$ cat config.mk
export PLATFORM = sky130hd
export DESIGN_NAME = flux_fifo
export DESIGN_NICKNAME = d
export VERILOG_FILES = /design/src/rtl/flux_fifo.sv
export SDC_FILE = /design/constraint.sdc
export NUM_CORES = 1
export LEC_CHECK = 0
export ABC_AREA = 1
export CAP_MARGIN = 15
export CORE_MARGIN = 2
export CORE_UTILIZATION = 40
export DETAILED_ROUTE_END_ITERATION = 6
export GPL_ROUTABILITY_DRIVEN = 0
export REMOVE_ABC_BUFFERS = 1
export SETUP_SLACK_MARGIN = 0.15
export SYNTH_ARGS = -nofsm -noshare
export SYNTH_HDL_FRONTEND = slang
export SYNTH_SLANG_ARGS = --single-unit
export TNS_END_PERCENT = 5
$ cat constraint.sdc
create_clock -name clk -period 4.45 [get_ports clk]
set_input_delay 0.6675 -clock clk [delete_from_list [all_inputs] [get_ports clk]]
set_output_delay 0.6675 -clock clk [all_outputs]
set_load 0.02 [all_outputs]
$ cat src/rtl/flux_fifo.sv
// Multi-flux FIFO: FLUX independent circular buffers sharing one write port.
// The write tag selects the target flux; reads are one-hot per flux and the
// selected head is presented first-word-fall-through on dout.
module flux_fifo #(
  parameter int unsigned FLUX       = 2,
  parameter int unsigned DEPTH      = 4,
  parameter int unsigned DATA_WIDTH = 8,
  localparam int unsigned TAG_WIDTH = $clog2(FLUX),
  localparam int unsigned WIDTH     = DATA_WIDTH + TAG_WIDTH
) (
  input  logic             clk,
  input  logic             rst,
  input  logic             write,
  input  logic [WIDTH-1:0] din,
  output logic [FLUX-1:0]  full,
  input  logic [FLUX-1:0]  read,
  output logic [FLUX-1:0]  empty,
  output logic [WIDTH-1:0] dout,
  output logic             err
);

  localparam int unsigned PTR_W = $clog2(DEPTH);
  localparam int unsigned CNT_W = PTR_W + 1;

  logic [DATA_WIDTH-1:0] r_mem  [FLUX][DEPTH];
  logic [PTR_W-1:0]      r_wptr [FLUX];
  logic [PTR_W-1:0]      r_rptr [FLUX];
  logic [CNT_W-1:0]      r_cnt  [FLUX];
  logic                  r_err;

  logic [TAG_WIDTH-1:0]  w_tag;
  logic [DATA_WIDTH-1:0] w_data;
  logic [FLUX-1:0]       w_full;
  logic [FLUX-1:0]       w_empty;
  logic [FLUX-1:0]       w_wr_en;
  logic [FLUX-1:0]       w_rd_low;
  logic [FLUX-1:0]       w_rd_en;
  logic                  w_wr_bad;
  logic                  w_rd_bad;
  logic                  w_multi;
  logic [FLUX-1:0]       w_cand;
  logic [TAG_WIDTH-1:0]  w_sel;

  assign w_tag  = din[WIDTH-1 -: TAG_WIDTH];
  assign w_data = din[DATA_WIDTH-1:0];

  // Status flags decoded purely from the registered occupancy counts
  always_comb begin
    w_full  = '0;
    w_empty = '0;
    for (int i = 0; i < int'(FLUX); i++) begin
      w_full[i]  = (r_cnt[i] == CNT_W'(DEPTH));
      w_empty[i] = (r_cnt[i] == '0);
    end
  end

  assign full  = w_full;
  assign empty = w_empty;

  // Write steering: a tag beyond FLUX-1 matches no flux and is dropped
  always_comb begin
    w_wr_en = '0;
    for (int i = 0; i < int'(FLUX); i++) begin
      w_wr_en[i] = write && (w_tag == TAG_WIDTH'(i)) && !w_full[i];
    end
  end

  // Only the lowest requested read is honoured; empty targets are ignored
  assign w_rd_low = read & (~read + FLUX'(1));
  assign w_rd_en  = w_rd_low & ~w_empty;
  assign w_rd_bad = |(w_rd_low & w_empty);
  assign w_multi  = |(read & (read - FLUX'(1)));
  assign w_wr_bad = write && !(|w_wr_en);

  // Output flux select: requested read wins, otherwise lowest non-empty flux
  always_comb begin
    w_cand = (|read) ? read : ~w_empty;
    w_sel  = '0;
    for (int i = int'(FLUX) - 1; i >= 0; i--) begin
      if (w_cand[i]) w_sel = TAG_WIDTH'(i);
    end
  end

  assign dout = (rst || (w_cand == '0)) ? '0 : {w_sel, r_mem[w_sel][r_rptr[w_sel]]};
  assign err  = r_err;

  // Storage array; contents survive reset since counts gate visibility
  always_ff @(posedge clk) begin
    for (int i = 0; i < int'(FLUX); i++) begin
      if (w_wr_en[i]) r_mem[i][r_wptr[i]] <= w_data;
    end
  end

  // Pointer, occupancy and sticky error bookkeeping
  always_ff @(posedge clk or posedge rst) begin
    if (rst) begin
      for (int i = 0; i < int'(FLUX); i++) begin
        r_wptr[i] <= '0;
        r_rptr[i] <= '0;
        r_cnt[i]  <= '0;
      end
      r_err <= 1'b0;
    end else begin
      for (int i = 0; i < int'(FLUX); i++) begin
        if (w_wr_en[i]) r_wptr[i] <= r_wptr[i] + PTR_W'(1);
        if (w_rd_en[i]) r_rptr[i] <= r_rptr[i] + PTR_W'(1);
        if (w_wr_en[i] && !w_rd_en[i]) begin
          r_cnt[i] <= r_cnt[i] + CNT_W'(1);
        end else if (!w_wr_en[i] && w_rd_en[i]) begin
          r_cnt[i] <= r_cnt[i] - CNT_W'(1);
        end
      end
      if (w_wr_bad || w_rd_bad || w_multi) r_err <= 1'b1;
    end
  end

endmodule

==> results of run 1 <==
-- cell type report --
cell class	count	share of cell area (%)
flip-flops and latches	79	54.2
multi-input cells	203	26.6
repair buffers	33	7.44
inverters	46	4.08
well taps	108	3.19
clock buffers	10	3.01
clock inverters	6	1.45
-- per-layer routing --
layer  GRT usage [%]  vias to the layer above  wire (microns)
met2            23.6                       50            3410
met5               0                        -               0
li1                -                     1200               -
met1            21.4                     1158            3350
met3            2.92                        7             362
met4            7.90                        0             113
-- how the worst max path moves through the flow --
| stage | slack, ns | startpoint | end | depth (start not counted) |
|---|---|---|---|---|
| 2_1_floorplan | 1.09 | read[0] | dout[3] | 7 |
| 3_3_place_gp | 0.54 | read[0] | dout[1] | 12 |
| 3_5_place_dp | 0.50 | read[1] | dout[3] | 8 |
| 4_1_cts | 0.51 | read[1] | dout[5] | 10 |
| 5_1_grt | 0.30 | read[1] | dout[5] | 10 |
| 6_report | 0.52 | read[1] | dout[3] | 8 |
-- critical path: stages --
cell and delay, ns:
clkdlybuf4s50_1 0.50, inv_1 0.10, a21oi_4 0.43, nand2_2 0.21, o21ai_4 0.47, nand2_1 0.11, a21oi_1 0.16, clkdlybuf4s50_1 0.61
-- cell usage after synthesis (3+ instances only) --
cell type,number,area (sq um)
o21ai_0,11,55.1
edfxtp_1,64,1920
nand3_1,35,175
a21oi_1,20,100
ha_1,10,125
buf_6,3,33.8
nand3b_1,14,105
nand2_1,54,203
nor3_1,3,15.0
inv_1,46,173
nor2_1,34,128
buf_2,9,45.0
nand2_2,4,25.0
dfrtp_1,15,375
xor2_1,7,61.3
-- cells by family after synthesis --
group                      count (synthesis)  share of synthesized area [%]
and+or+nand+nor                          145                           17.9
muxes                                      2                          0.612
AOI/OAI and AO/OA                         35                           5.54
adders and majority gates                 12                           4.49
xor gates and xnor gates                   9                           2.14
DFF                                       79                           62.4
buffers and inverters                     59                           6.94
-- registers in the layout, indices dropped and copies added, names as in the netlist --
name / flops
err: 1
r_rptr: 4
r_cnt: 6
r_wptr: 4
r_mem: 64
-- per-stage QoR --
stage	util [%]	instances	instance area (sq um)	worst slack, ns
global route	48.1	485	4240	0.304
global placement	46.0	469	4050	0.537
detailed placement	46.0	469	4050	0.503
floorplan	-	328	3600	1.09
CTS	48.1	485	4240	0.506
finish	48.1	485	4240	0.515
-- power breakdown --
group	leakage, nW	switching [mW]	internal [mW]
Sequential	0.753	0.0741	0.933
Clock	0.0976	0.251	0.258
Combinational	0.868	0.480	0.295
-- layout by cell type (no fill, tap or decap) --
master | synthesis | layout
a311oi_1 | 1 | 1
a21oi_1 | 20 | 20
nand2_2 | 4 | 4
nor2_2 | 1 | 1
clkinv_4 | 0 | 2
dfrtp_1 | 15 | 15
o21ai_4 | 1 | 1
nor2_1 | 34 | 34
clkbuf_8 | 0 | 9
nor3_1 | 3 | 3
inv_1 | 46 | 46
mux2_2 | 2 | 2
bufinv_16 | 0 | 1
buf_4 | 0 | 6
o21ai_0 | 11 | 11
nand3b_1 | 14 | 14
a21oi_4 | 1 | 1
clkbuf_1 | 0 | 1
clkinv_1 | 0 | 1
xnor2_1 | 2 | 2
ha_1 | 10 | 10
clkinv_2 | 0 | 2
clkdlybuf4s50_1 | 0 | 27
nand2_1 | 54 | 54
o31ai_1 | 1 | 1
edfxtp_1 | 64 | 64
fa_1 | 2 | 2
xor2_1 | 7 | 7
nand3_1 | 35 | 35
==> run_results.csv, run 1 <==
group,metric,value,unit
clock_network,h-tree-depth,3,
clock_network,clk_latency,0.34,ns
min_path,hold_start,"r_rptr[3]$_DFFE_PP0P_",
yosys,synth.distinct_cells,24,
die,boundaryPins,28,
die,start_util,41.8,%
clock_network,cts_buffers,9,
power,leakage,1.72,nW
setup_path,worstSetupPathType,"input pin to output port",
timing,slew_viol_final,0,
detailed_routing,dr.pass1.iters,4,
timing,timing_hold_violations_final,0,
grt,grt_pass1_wl,11.6,mm
die,coreArea,8810,sq um
detailed_routing,wl_per_cell,14.9,microns
yosys,synth_flop_cell,"edfxtp_1",
grt,track_usage,15.5,%
setup_path,ff2ff_path_depth,6,
die,fp.dieW,99.9,microns
setup_path,reg2reg_to,"r_mem[0][4]$_DFFE_PP_",
timing,skew,0.00840,ns
finish,layout-drive-gt1-share,7.69,%
run_status,outcome,"complete, no violations",
setup_path,cp-start-kind,"input pin",
setup_path,r2r_start,"r_cnt[3]$_DFFE_PP0P_",
yosys,ys_ff_latch,79,
min_path,hp-class,"register to register",
setup_path,cp-end-kind,"output port",
yosys,yosysWarnings,0,
power,peakVddDrop,0.000244,V
clock_network,cts_setup_buffers,0,
timing,worstMarginPinSlew,1.06,ns
detailed_routing,routed_via_density,4.98,
grt,antenna_found_initial,0,
clock_network,clk_pin_slew_worst_paths,0.07,ns
timing,rsz0062_at_grt,"false",
timing,whs,0.475,ns
grt,grt_overflow_total,0,
place,portBuffers,27,
yosys,post_synth.cell_area_avg,10.8,sq um
timing,relSlewSlack,29.1,%
setup_path,cp_data_required_time,3.78,ns
yosys,syn_area,3680,sq um
grt,grt_max_degree,29,
timing,fin_crit_sh,88.4,%
min_path,min_to,"r_rptr[3]$_DFFE_PP0P_",
finish,syn2layout_area_growth,15.1,%
die,fp.dieH,99.9,microns
finish,antenna_cells,0,
detailed_routing,routed_wl,7.24,mm
timing,setup_viol,0,
yosys,seq_area_frac_synth,62.4,%
timing,max_freq,254,MHz
clock_network,cts_hold_buf,0,
flow_run,cap_violations,0,
die,die_area,9980,sq um
power,p_total,2.29,mW
die,num_rows,34,
yosys,synth_edf_count,64,
finish,multi_input_area,1130,sq um
grt,grt_pass1_vias,2307,
detailed_routing,vias,2415,
finish,fillers,809,
clock_network,cts.sinks,79,
clock_network,max-clock-path-buffers,2,
setup_path,worstPathMaxFanout,17,
yosys,syn_inst,341,
timing,tns,0,ns
clock_network,post_cts_resized,0,
place,dpl.hpwl,4.72,mm
clock_network,root_buffer,"clkbuf_8",
min_path,hold_path_depth,1,
detailed_routing,ant_nets,0,
detailed_routing,drc,0,
timing,period_minus_slack,3.93,ns
setup_path,cp.arrival,3.27,ns
finish,register_area,2300,sq um
power,power_density,541,nW/um^2
finish,fin_nets,398,
clock_network,cts_tree,"done",
yosys,async_flop_share,19.0,%
setup_path,rrSetupSlack,1.93,ns
detailed_routing,drt-initial-drc-count,124,
(Power assumes the default switching activity.)
==> run 2, diff against run 1 <==
TNS_END_PERCENT = default   (was 5)
==> results of run 2 <==
Final layout, timing and power as in run 1 (identical DEF).
